**src/rtl/pheapTypes.sv**
```systemverilog
// Shared pipelined-heap types: depth, top-level opcodes and completion codes.
package pheapTypes;

    localparam int unsigned LEVELS = 4;

    typedef enum logic {
        LEQ = 1'b0,
        DEQ = 1'b1
    } opcode_t;

    typedef enum logic [1:0] {
        WAIT       = 2'd0,
        DONE       = 2'd1,
        NEXT_LEVEL = 2'd2
    } done_t;

endpackage

```
**src/rtl/pheap_sched.sv**
```systemverilog
// Two-requester round-robin command scheduler in front of the pheap top level.
// Tracks occupancy to reject overflow/underflow locally and spaces heap starts.
module pheap_sched #(
    parameter int unsigned LEVELS  = pheapTypes::LEVELS,
    parameter int unsigned MIN_GAP = 1
) (
    input  logic                clk,
    input  logic                rst,
    input  logic                req0_valid,
    input  logic                req0_deq,
    input  logic [31:0]         req0_data,
    output logic                req0_ready,
    input  logic                req1_valid,
    input  logic                req1_deq,
    input  logic [31:0]         req1_data,
    output logic                req1_ready,
    output logic                resp_valid,
    output logic                resp_id,
    output logic                resp_ok,
    output logic [31:0]         resp_data,
    output logic                start,
    output pheapTypes::opcode_t op,
    output logic [31:0]         in,
    input  pheapTypes::done_t   done,
    input  logic [31:0]         out,
    output logic [LEVELS-1:0]   count,
    output logic                full,
    output logic                empty
);
    import pheapTypes::*;

    localparam int unsigned CAP = (1 << LEVELS) - 1;
    localparam int unsigned GW  = 4;

    typedef enum logic [2:0] {
        S_IDLE,
        S_ISSUE,
        S_CAPTURE,
        S_RESP,
        S_GAP
    } state_t;

    state_t              r_state;
    state_t              w_state_nxt;
    logic                r_last;
    logic                r_id;
    logic                r_deq;
    logic                r_ok;
    logic [31:0]         r_data;
    logic [31:0]         r_out;
    logic [LEVELS-1:0]   r_count;
    logic [GW-1:0]       r_gap;

    logic                w_idle;
    logic                w_pick0;
    logic                w_pick1;
    logic                w_accept;
    logic                w_acc_deq;
    logic [31:0]         w_acc_data;
    logic                w_reject;
    logic                w_hold;
    logic                w_heap_done;

    // Round robin: on a tie the requester not served last wins.
    assign w_idle      = (r_state == S_IDLE) && !rst;
    assign w_pick1     = req1_valid && (!req0_valid || !r_last);
    assign w_pick0     = req0_valid && !w_pick1;
    assign w_accept    = w_idle && (req0_valid || req1_valid);
    assign w_acc_deq   = w_pick1 ? req1_deq  : req0_deq;
    assign w_acc_data  = w_pick1 ? req1_data : req0_data;
    assign w_reject    = w_acc_deq ? empty : full;
    assign w_hold      = (r_state == S_ISSUE) || (r_state == S_CAPTURE);
    assign w_heap_done = (r_state == S_CAPTURE) && (done != WAIT);

    assign req0_ready = w_accept && w_pick0;
    assign req1_ready = w_accept && w_pick1;

    assign start      = (r_state == S_ISSUE);
    assign op         = w_hold ? opcode_t'(r_deq) : LEQ;
    assign in         = w_hold ? r_data : 32'd0;
    assign resp_valid = (r_state == S_RESP);
    assign resp_id    = resp_valid && r_id;
    assign resp_ok    = resp_valid && r_ok;
    assign resp_data  = resp_valid ? r_out : 32'd0;
    assign count      = r_count;
    assign full       = (r_count == LEVELS'(CAP));
    assign empty      = (r_count == '0);

    always_ff @(posedge clk) begin
        if (rst) begin
            r_state <= S_IDLE;
        end else begin
            r_state <= w_state_nxt;
        end
    end

    always_comb begin
        w_state_nxt = r_state;
        case (r_state)
            S_IDLE: begin
                if (w_accept) begin
                    w_state_nxt = w_reject ? S_RESP : S_ISSUE;
                end
            end
            S_ISSUE: begin
                w_state_nxt = S_CAPTURE;
            end
            S_CAPTURE: begin
                if (done != WAIT) begin
                    w_state_nxt = S_RESP;
                end
            end
            S_RESP: begin
                w_state_nxt = ((MIN_GAP != 0) && r_ok) ? S_GAP : S_IDLE;
            end
            S_GAP: begin
                if (r_gap <= GW'(1)) begin
                    w_state_nxt = S_IDLE;
                end
            end
            default: begin
                w_state_nxt = S_IDLE;
            end
        endcase
    end

    // Command latch, occupancy and spacing counter.
    always_ff @(posedge clk) begin
        if (rst) begin
            r_last  <= 1'b1;
            r_id    <= 1'b0;
            r_deq   <= 1'b0;
            r_ok    <= 1'b0;
            r_data  <= 32'd0;
            r_out   <= 32'd0;
            r_count <= '0;
            r_gap   <= '0;
        end else begin
            if (w_accept) begin
                r_last <= w_pick1;
                r_id   <= w_pick1;
                r_deq  <= w_acc_deq;
                r_data <= w_acc_deq ? 32'd0 : w_acc_data;
                r_ok   <= !w_reject;
                r_out  <= 32'd0;
                if (!w_reject) begin
                    r_count <= w_acc_deq ? r_count - LEVELS'(1) : r_count + LEVELS'(1);
                end
            end
            if (w_heap_done && r_deq) begin
                r_out <= out;
            end
            if (r_state == S_RESP) begin
                r_gap <= GW'(MIN_GAP);
            end else if (r_state == S_GAP) begin
                r_gap <= r_gap - GW'(1);
            end
        end
    end

endmodule

```
**config.mk**
```make
export PLATFORM = sky130hd
export DESIGN_NAME = pheap_sched
export DESIGN_NICKNAME = d
export VERILOG_FILES = /design/src/rtl/pheapTypes.sv /design/src/rtl/pheap_sched.sv
export SDC_FILE = /design/constraint.sdc
export NUM_CORES = 1
export LEC_CHECK = 0
export CORE_UTILIZATION = 35
export CTS_CLUSTER_DIAMETER = 100
export DETAILED_ROUTE_END_ITERATION = 8
export GPL_TIMING_DRIVEN = 0
export PLACE_DENSITY = 0.71
export SLEW_MARGIN = 20
export SYNTH_ARGS = -nofsm -noshare
export SYNTH_HDL_FRONTEND = slang
export SYNTH_SLANG_ARGS = --single-unit
```
**constraint.sdc**
```tcl
create_clock -name clk -period 2.5 [get_ports clk]
set_input_delay 0.5 -clock clk [delete_from_list [all_inputs] [get_ports clk]]
set_output_delay 0.5 -clock clk [all_outputs]
set_load 0.02 [all_outputs]
```
==> out/qor.yml, run 1 <==
logic_synthesis:
  syn-cell-area_mm2: 0.00364
  seq_area_frac_synth_pct: 43.4
  ys_ff_latch: 79
  ys_types: 38
  synth.area.top_cells: "dfxtp_1 (43%), and2_1 (12%), mux2i_1 (9.1%), a22oi_1 (6.6%), nor2_1 (4.7%)"
  synth.top_cell.area_share_pct: 43.4
  synth_edf_count: 0
  avgSynthCellArea_um2: 8.65
  synthArstFlopShare_pct: 0
  yosysMostFrequentCell: "dfxtp_1"
  yosys-top-cells-count: "dfxtp_1 (79), and2_1 (70), nor2_1 (46)"
  syn_nets: 530
  yosys_warnings: 0
  synthFlopType: "dfxtp_1"
  synth_top_cell_by_area: "dfxtp_1"
  syn_inst: 421
placed_design:
  globalplace.congestion: 0.819
  portBuffers: 179
  place.detailed.hpwl_um: 8320
  placed_cells: 733
setup_path:
  reg2reg_depth: 11
  critPathCaptureType: "output port"
  critPathRequiredTime_ns: 2.00
  path_max_fanout: 5
  critPathMaxStageDelay_ns: 0.46
  worstSetupPathDepth: 5
  r2r-start: "r_last"
  critPathMostFrequentCell: "nor2_1"
  path_class: "input port to output port"
  arrival_ns: 1.94
  start_kind: "input port"
  timing.critical_path.cells: "clkdlybuf4s50_1, nor2_1, nand3b_1, nor2_1, dlygate4sd2_1"
  crit_slowest_cell: "clkdlybuf4s50_1"
  r2r-end: "count[3]"
  cp_num_buf_inv: 2
  timing.reg2reg.setup_slack_ns: 0.47
  path_delay_family: "buffers and inverters"
sta:
  maxSlewHeadroom_pct: 61.1
  min_period_ns: 2.44
  min_period_over_period_pct: 97.4
  setup_viol: 0
  fin_setup_tns_ns: 0
  skew_ns: 0.0116
  max_slew.worst_pin.slew_ns: 0.581
  final-max-slew-violation-count: 0
  rsz0062_at_grt: "true"
  max_freq_mhz: 411
  hold_viol: 0
  whs_ns: 0.445
flow_run:
  maxCapViolCount: 0
layout:
  area.sequential_mm2: 0.00158
  drive_gt1_share_pct: 11.8
  final_cells: 753
  fillerInstances: 929
  utilization_pct: 58.0
  multi_input_area_mm2: 0.00196
  final_nets: 724
  syn_to_final_growth_pct: 57.8
  diodes: 0
drt:
  viasPerCell: 4.81
  avgRoutedWirePerCell_um: 14.4
  drc: 0
  antenna_left: 0
  drt_iter0_markers: 149
  first_pass_iters: 4
  dr_total_vias: 3621
  drt-total-wl_um: 10800
floorplanning:
  initial_core_util_pct: 36.7
  die_x_um: 104
  die_h_um: 104
  std_cell_rows: 36
  pin_count: 181
  dieArea_mm2: 0.0108
  coreArea_mm2: 0.00991
global_routing:
  grt_overflow: 0
  grt_pass1_vias: 3654
  antenna_found_initial: 0
  grt_max_degree: 14
  grt_usage_pct: 20.3
  grt_pass1_wl_um: 17800
hold_path:
  min_from: "r_data[26]"
  min_to: "r_data[26]"
  whs_path_depth: 2
  hp-class: "register to register"
cts:
  insertion_delay_ns: 0.35
  clkTransAtPathRegs_ns: 0.08
  cts.sinks: 79
  cts_hold_buf: 0
  cts_root_buffer: "clkbuf_8"
  numCtsBuffers: 9
  cts_tree: "yes"
  clk_path_buf_depth: 2
  htreeDepth: 3
power_and_ir_drop:
  finalPower_mw: 3.32
  irDropWorstVdd_uv: 261
  powerDensity_mw_per_mm2: 578
  p_leak_nw: 2.51
outcome:
  status: "completed"
## tightest hold or removal path, cell delays in order, from the launching register on
cell and delay, ns:
dfxtp_1 0.31, nand2_1 0.04, o21ai_1 0.05
## cells by family after synthesis
group	share of synthesized area, %
XOR/XNOR	0.962
buffers and inverters	3.95
AO/OA/AOI/OAI	15.9
AND/OR/NAND/NOR	24.4
multiplexers	9.38
adder cells (fa/ha/maj)	1.92
flip-flops	43.4
## worst max path at each step
stage	start	endpoint	slack (ns)
floorplan	req1_valid	count[3]	0.39
global placement	req1_valid	req0_ready	-0.34
detailed placement	req1_valid	count[3]	-0.37
CTS	req1_valid	count[3]	0.003
global route	req0_valid	req0_ready	-0.06
finish	req0_valid	req0_ready	0.06
## state kept, by name (all words and copies together), names as in the netlist
name,flops
r_last,1
r_out,32
r_data,32
r_state,3
r_gap,4
r_deq,1
count,4
r_id,1
r_ok,1
## final cells by class
cell class | instances | share of cell area (%)
multi-input combinational | 308 | 34.1
timing repair buffer | 183 | 29.1
sequential | 79 | 27.5
tap | 133 | 2.90
buffer | 29 | 2.61
clock buffer | 10 | 2.39
clock inverter | 6 | 1.05
inverter | 5 | 0.327
## layer usage
metal | wire, um | track usage [%] | vias to the layer above
li1 | - | - | 1814
met1 | 4590 | 23.7 | 1634
met2 | 5020 | 33.9 | 156
met3 | 1030 | 7.96 | 17
met4 | 177 | 7.04 | 0
met5 | 0 | 0 | -
## stage by stage
| step | worst slack, ns | area (um^2) |
|---|---|---|
| after floorplan | 0.391 | 3640 |
| after global placement | -0.340 | 5600 |
| after detailed placement | -0.371 | 5600 |
| after CTS | 0.00253 | 5770 |
| after global routing | -0.0573 | 5750 |
| final | 0.0645 | 5750 |
## power breakdown
part / total (mW) / switching, mW / internal [mW]
clock network: 0.946 / 0.462 / 0.483
logic: 0.952 / 0.491 / 0.461
registers: 1.42 / 0.0711 / 1.35
## what timing repair did
item	4_1_cts	5_1_grt
setup endpoints to repair	71	39
resized for setup	88	64
pin swaps	1	3
buffers inserted	1	3
gates cloned	0	0
## placed cells by master, fill, tap and decap left out, drive strengths merged
cell	count
a31oi	1
and2	70
a21o	4
mux2	1
dlymetal6s2s	3
a211oi	2
inv	5
fa	1
nand2b	3
or2	1
ha	4
o21ai	38
and3	3
dlygate4sd2	36
nand3b	1
clkinvlp	2
a2111oi	1
clkinv	3
clkdlybuf4s15	8
a21boi	1
mux2i	33
nand2	40
a21oi	10
bufinv	1
xnor2	3
a22oi	32
nor3b	1
clkbuf	50
buf	16
dfxtp	79
and4	1
clkdlybuf4s50	109
nor2	46
xor2	1
nor3	4
nand3	1
nor4	4
o221a	1
No activity file was read; power rests on OpenSTA's default activity.
==> run 2, diff against run 1 <==
--- a/config.mk
+++ b/config.mk
@@ -8,4 +8,5 @@
 export CORE_UTILIZATION = 35
 export CTS_CLUSTER_DIAMETER = 100
+export CTS_CLUSTER_SIZE = 8
 export DETAILED_ROUTE_END_ITERATION = 8
 export GPL_TIMING_DRIVEN = 0
==> constraint.sdc (replaced) <==
create_clock -name clk -period 2.5 [get_ports clk]
set_input_delay 0.375 -clock clk [delete_from_list [all_inputs] [get_ports clk]]
set_output_delay 0.375 -clock clk [all_outputs]
set_load 0.02 [all_outputs]
==> run 2 against run 1 <==
Effect of this change: final cell count shrank 0.27%; non-clock buffer count is 2 lower; maximum frequency up 4.3%; largest power group unchanged.
==> out/qor.yml, run 2 (synthesis gave the netlist of run 1 again) <==
outcome:
  status: "completed"
drt:
  drt_iter0_markers: 159  # +6.7%
  dr_total_vias: 3625  # +0.11%
  avgRoutedWirePerCell_um: 14.5  # +1.2%
  drc: 0  # unchanged
  first_pass_iters: 4  # unchanged
  drt-total-wl_um: 10900  # +0.95%
  antenna_left: 0  # unchanged
  viasPerCell: 4.83  # +0.38%
sta:
  fin_setup_tns_ns: 0  # unchanged
  hold_viol: 0  # unchanged
  maxSlewHeadroom_pct: 61.3  # +0.15 points
  min_period_over_period_pct: 93.4  # -4.0 points
  setup_viol: 0  # unchanged
  max_slew.worst_pin.slew_ns: 0.578  # -0.00231 ns
  min_period_ns: 2.34  # -0.0996 ns
  whs_ns: 0.444  # -0.000429 ns
  final-max-slew-violation-count: 0  # unchanged
  max_freq_mhz: 428  # +4.3%
  skew_ns: 0.0114  # -0.000175 ns
  rsz0062_at_grt: "false"
setup_path:
  timing.reg2reg.setup_slack_ns: 0.43  # -0.04 ns
  r2r-start: "r_last"
  critPathRequiredTime_ns: 2.12  # +0.12 ns
  timing.critical_path.cells: "buf_2, nand2_2, nor2_4, and2_1, clkdlybuf4s50_1"
  path_class: "register to output port"
  critPathCaptureType: "output port"
  arrival_ns: 1.96  # +0.02 ns
  start_kind: "register"
  crit_slowest_cell: "clkdlybuf4s50_1"
  path_max_fanout: 9  # +4
  reg2reg_depth: 11  # unchanged
  r2r-end: "count[3]"
  critPathMaxStageDelay_ns: 0.60  # +0.14 ns
global_routing:
  grt_overflow: 0  # unchanged
  grt_pass1_wl_um: 17800  # about the same
  antenna_found_initial: 0  # unchanged
  grt_pass1_vias: 3646  # -0.22%
  grt_max_degree: 14  # unchanged
  grt_usage_pct: 20.3  # unchanged
power_and_ir_drop:
  pwr-share-clk_pct: 28.7  # +0.2 points
  p_int_mw: 2.29  # -0.43%
  powerDensity_mw_per_mm2: 567  # -1.9%
  p_leak_nw: 2.73  # +9.0%
  swShare_pct: 30.8  # -0.034 points
  irDropWorstVdd_uv: 267  # +2.4%
  power_frac_seq_pct: 42.9  # about the same
  comb_power_share_pct: 28.4  # -0.3 points
  switching_power_mw: 1.02  # -0.59%
floorplanning:
  coreArea_mm2: 0.00991  # unchanged
  die_x_um: 104  # unchanged
  die_h_um: 104  # unchanged
  pin_count: 181  # unchanged
  dieArea_mm2: 0.0108  # unchanged
  std_cell_rows: 36  # unchanged
  initial_core_util_pct: 36.7  # unchanged
layout:
  final_nets: 722  # -0.28%
  fillerInstances: 918  # -1.2%
  utilization_pct: 58.8  # +0.83 points
  area.sequential_mm2: 0.00158  # unchanged
  syn_to_final_growth_pct: 60.1
  top_regs: "r_data x32, r_out x32"
  multi_input_area_mm2: 0.00194  # -1.0%
  diodes: 0  # unchanged
  stdcell_area_mm2: 0.00583  # +1.4%
  layout_common_cells: "clkdlybuf4s50_1 (113), dfxtp_1 (79), and2_1 (70)"
  final_common_cell: "clkdlybuf4s50_1"
  drive_gt1_share_pct: 7.44  # -4.3 points
cts:
  insertion_delay_ns: 0.35  # about the same
  cts_root_buffer: "clkbuf_8"
  cts_tree: "yes"
  clk_path_buf_depth: 2  # unchanged
  cts.sinks: 79  # unchanged
  htreeDepth: 3  # unchanged
  clkTransAtPathRegs_ns: 0.08  # about the same
  numCtsBuffers: 9  # unchanged
placed_design:
  placed_cell_area_mm2: 0.00560  # unchanged
  place.detailed.hpwl_um: 8320  # unchanged
  globalplace.congestion: 0.819  # unchanged
  portBuffers: 179  # unchanged
hold_path:
  hp-class: "register to register"
  whs_path_depth: 2  # unchanged
  min_to: "r_data[26]"
  min_from: "r_data[26]"
flow_run:
  maxCapViolCount: 0  # unchanged
-- run 2: changes by cell type in the layout (fill, tap and decap cells not counted), sizes merged --
cell / before / now
clkdlybuf4s15: 8 / 0
dlygate4sd2: 36 / 52
clkbuf: 50 / 31
clkdlybuf4s50: 109 / 113
dlymetal6s2s: 3 / 14
buf: 16 / 10
-- run 2: how the worst max path moves through the flow --
stage | startpoint | end
5_1_grt | req1_valid | count[3]
2_1_floorplan | count[2] | count[3]
3_5_place_dp | req1_valid | count[3]
4_1_cts | r_state[1] | in[20]
3_3_place_gp | req1_valid | count[3]
6_report | r_state[1] | resp_id
-- run 2: metal layers --
layer  share of wire [%]  GRT usage (%)
met4                 1.6           7.04
met5                   0              0
met3                 9.8           7.96
met2                  47           33.9
met1                  42           23.7
-- run 2: power groups by stage --
stage	sequential [mW]	combinational, mW	clock [mW]
global route	1.43	1.03	1.03
CTS	1.42	0.951	0.970
finish	1.42	0.939	0.948
detailed placement	1.44	0.940	0
global placement	1.44	0.920	0
floorplan	1.45	0.490	0
-- run 2: what timing repair did --
action	4_1_cts	5_1_grt
pin swaps	1	1
setup endpoints to repair	69	15
hold buffers	0	0
setup buffers	1	1
resized for setup	71	14
-- run 2: metrics by stage --
step | cells | power, mW | setup slack, ns
after floorplan | 421 | 1.94 | 0.486
after global placement | 733 | 2.36 | -0.171
after detailed placement | 733 | 2.38 | -0.246
after CTS | 750 | 3.34 | 0.000540
after global routing | 751 | 3.49 | 0.0176
final | 751 | 3.31 | 0.164
-- run 2: cell type report --
type,instances,area share [%]
Buffer,29,2.51
Clock buffer,10,2.36
Clock inverter,6,1.03
Inverter,5,0.322
Multi-Input combinational cell,308,33.3
Sequential cell,79,27.1
Tap cell,133,2.85
Timing Repair Buffer,181,30.5
-- run 2: critical path, delay by kind of cell (launching register included) --
family	cells	cell delay, ns
buffers and inverters	2	0.81
AND/OR/NAND/NOR	3	0.52
flip-flops	1	0.30
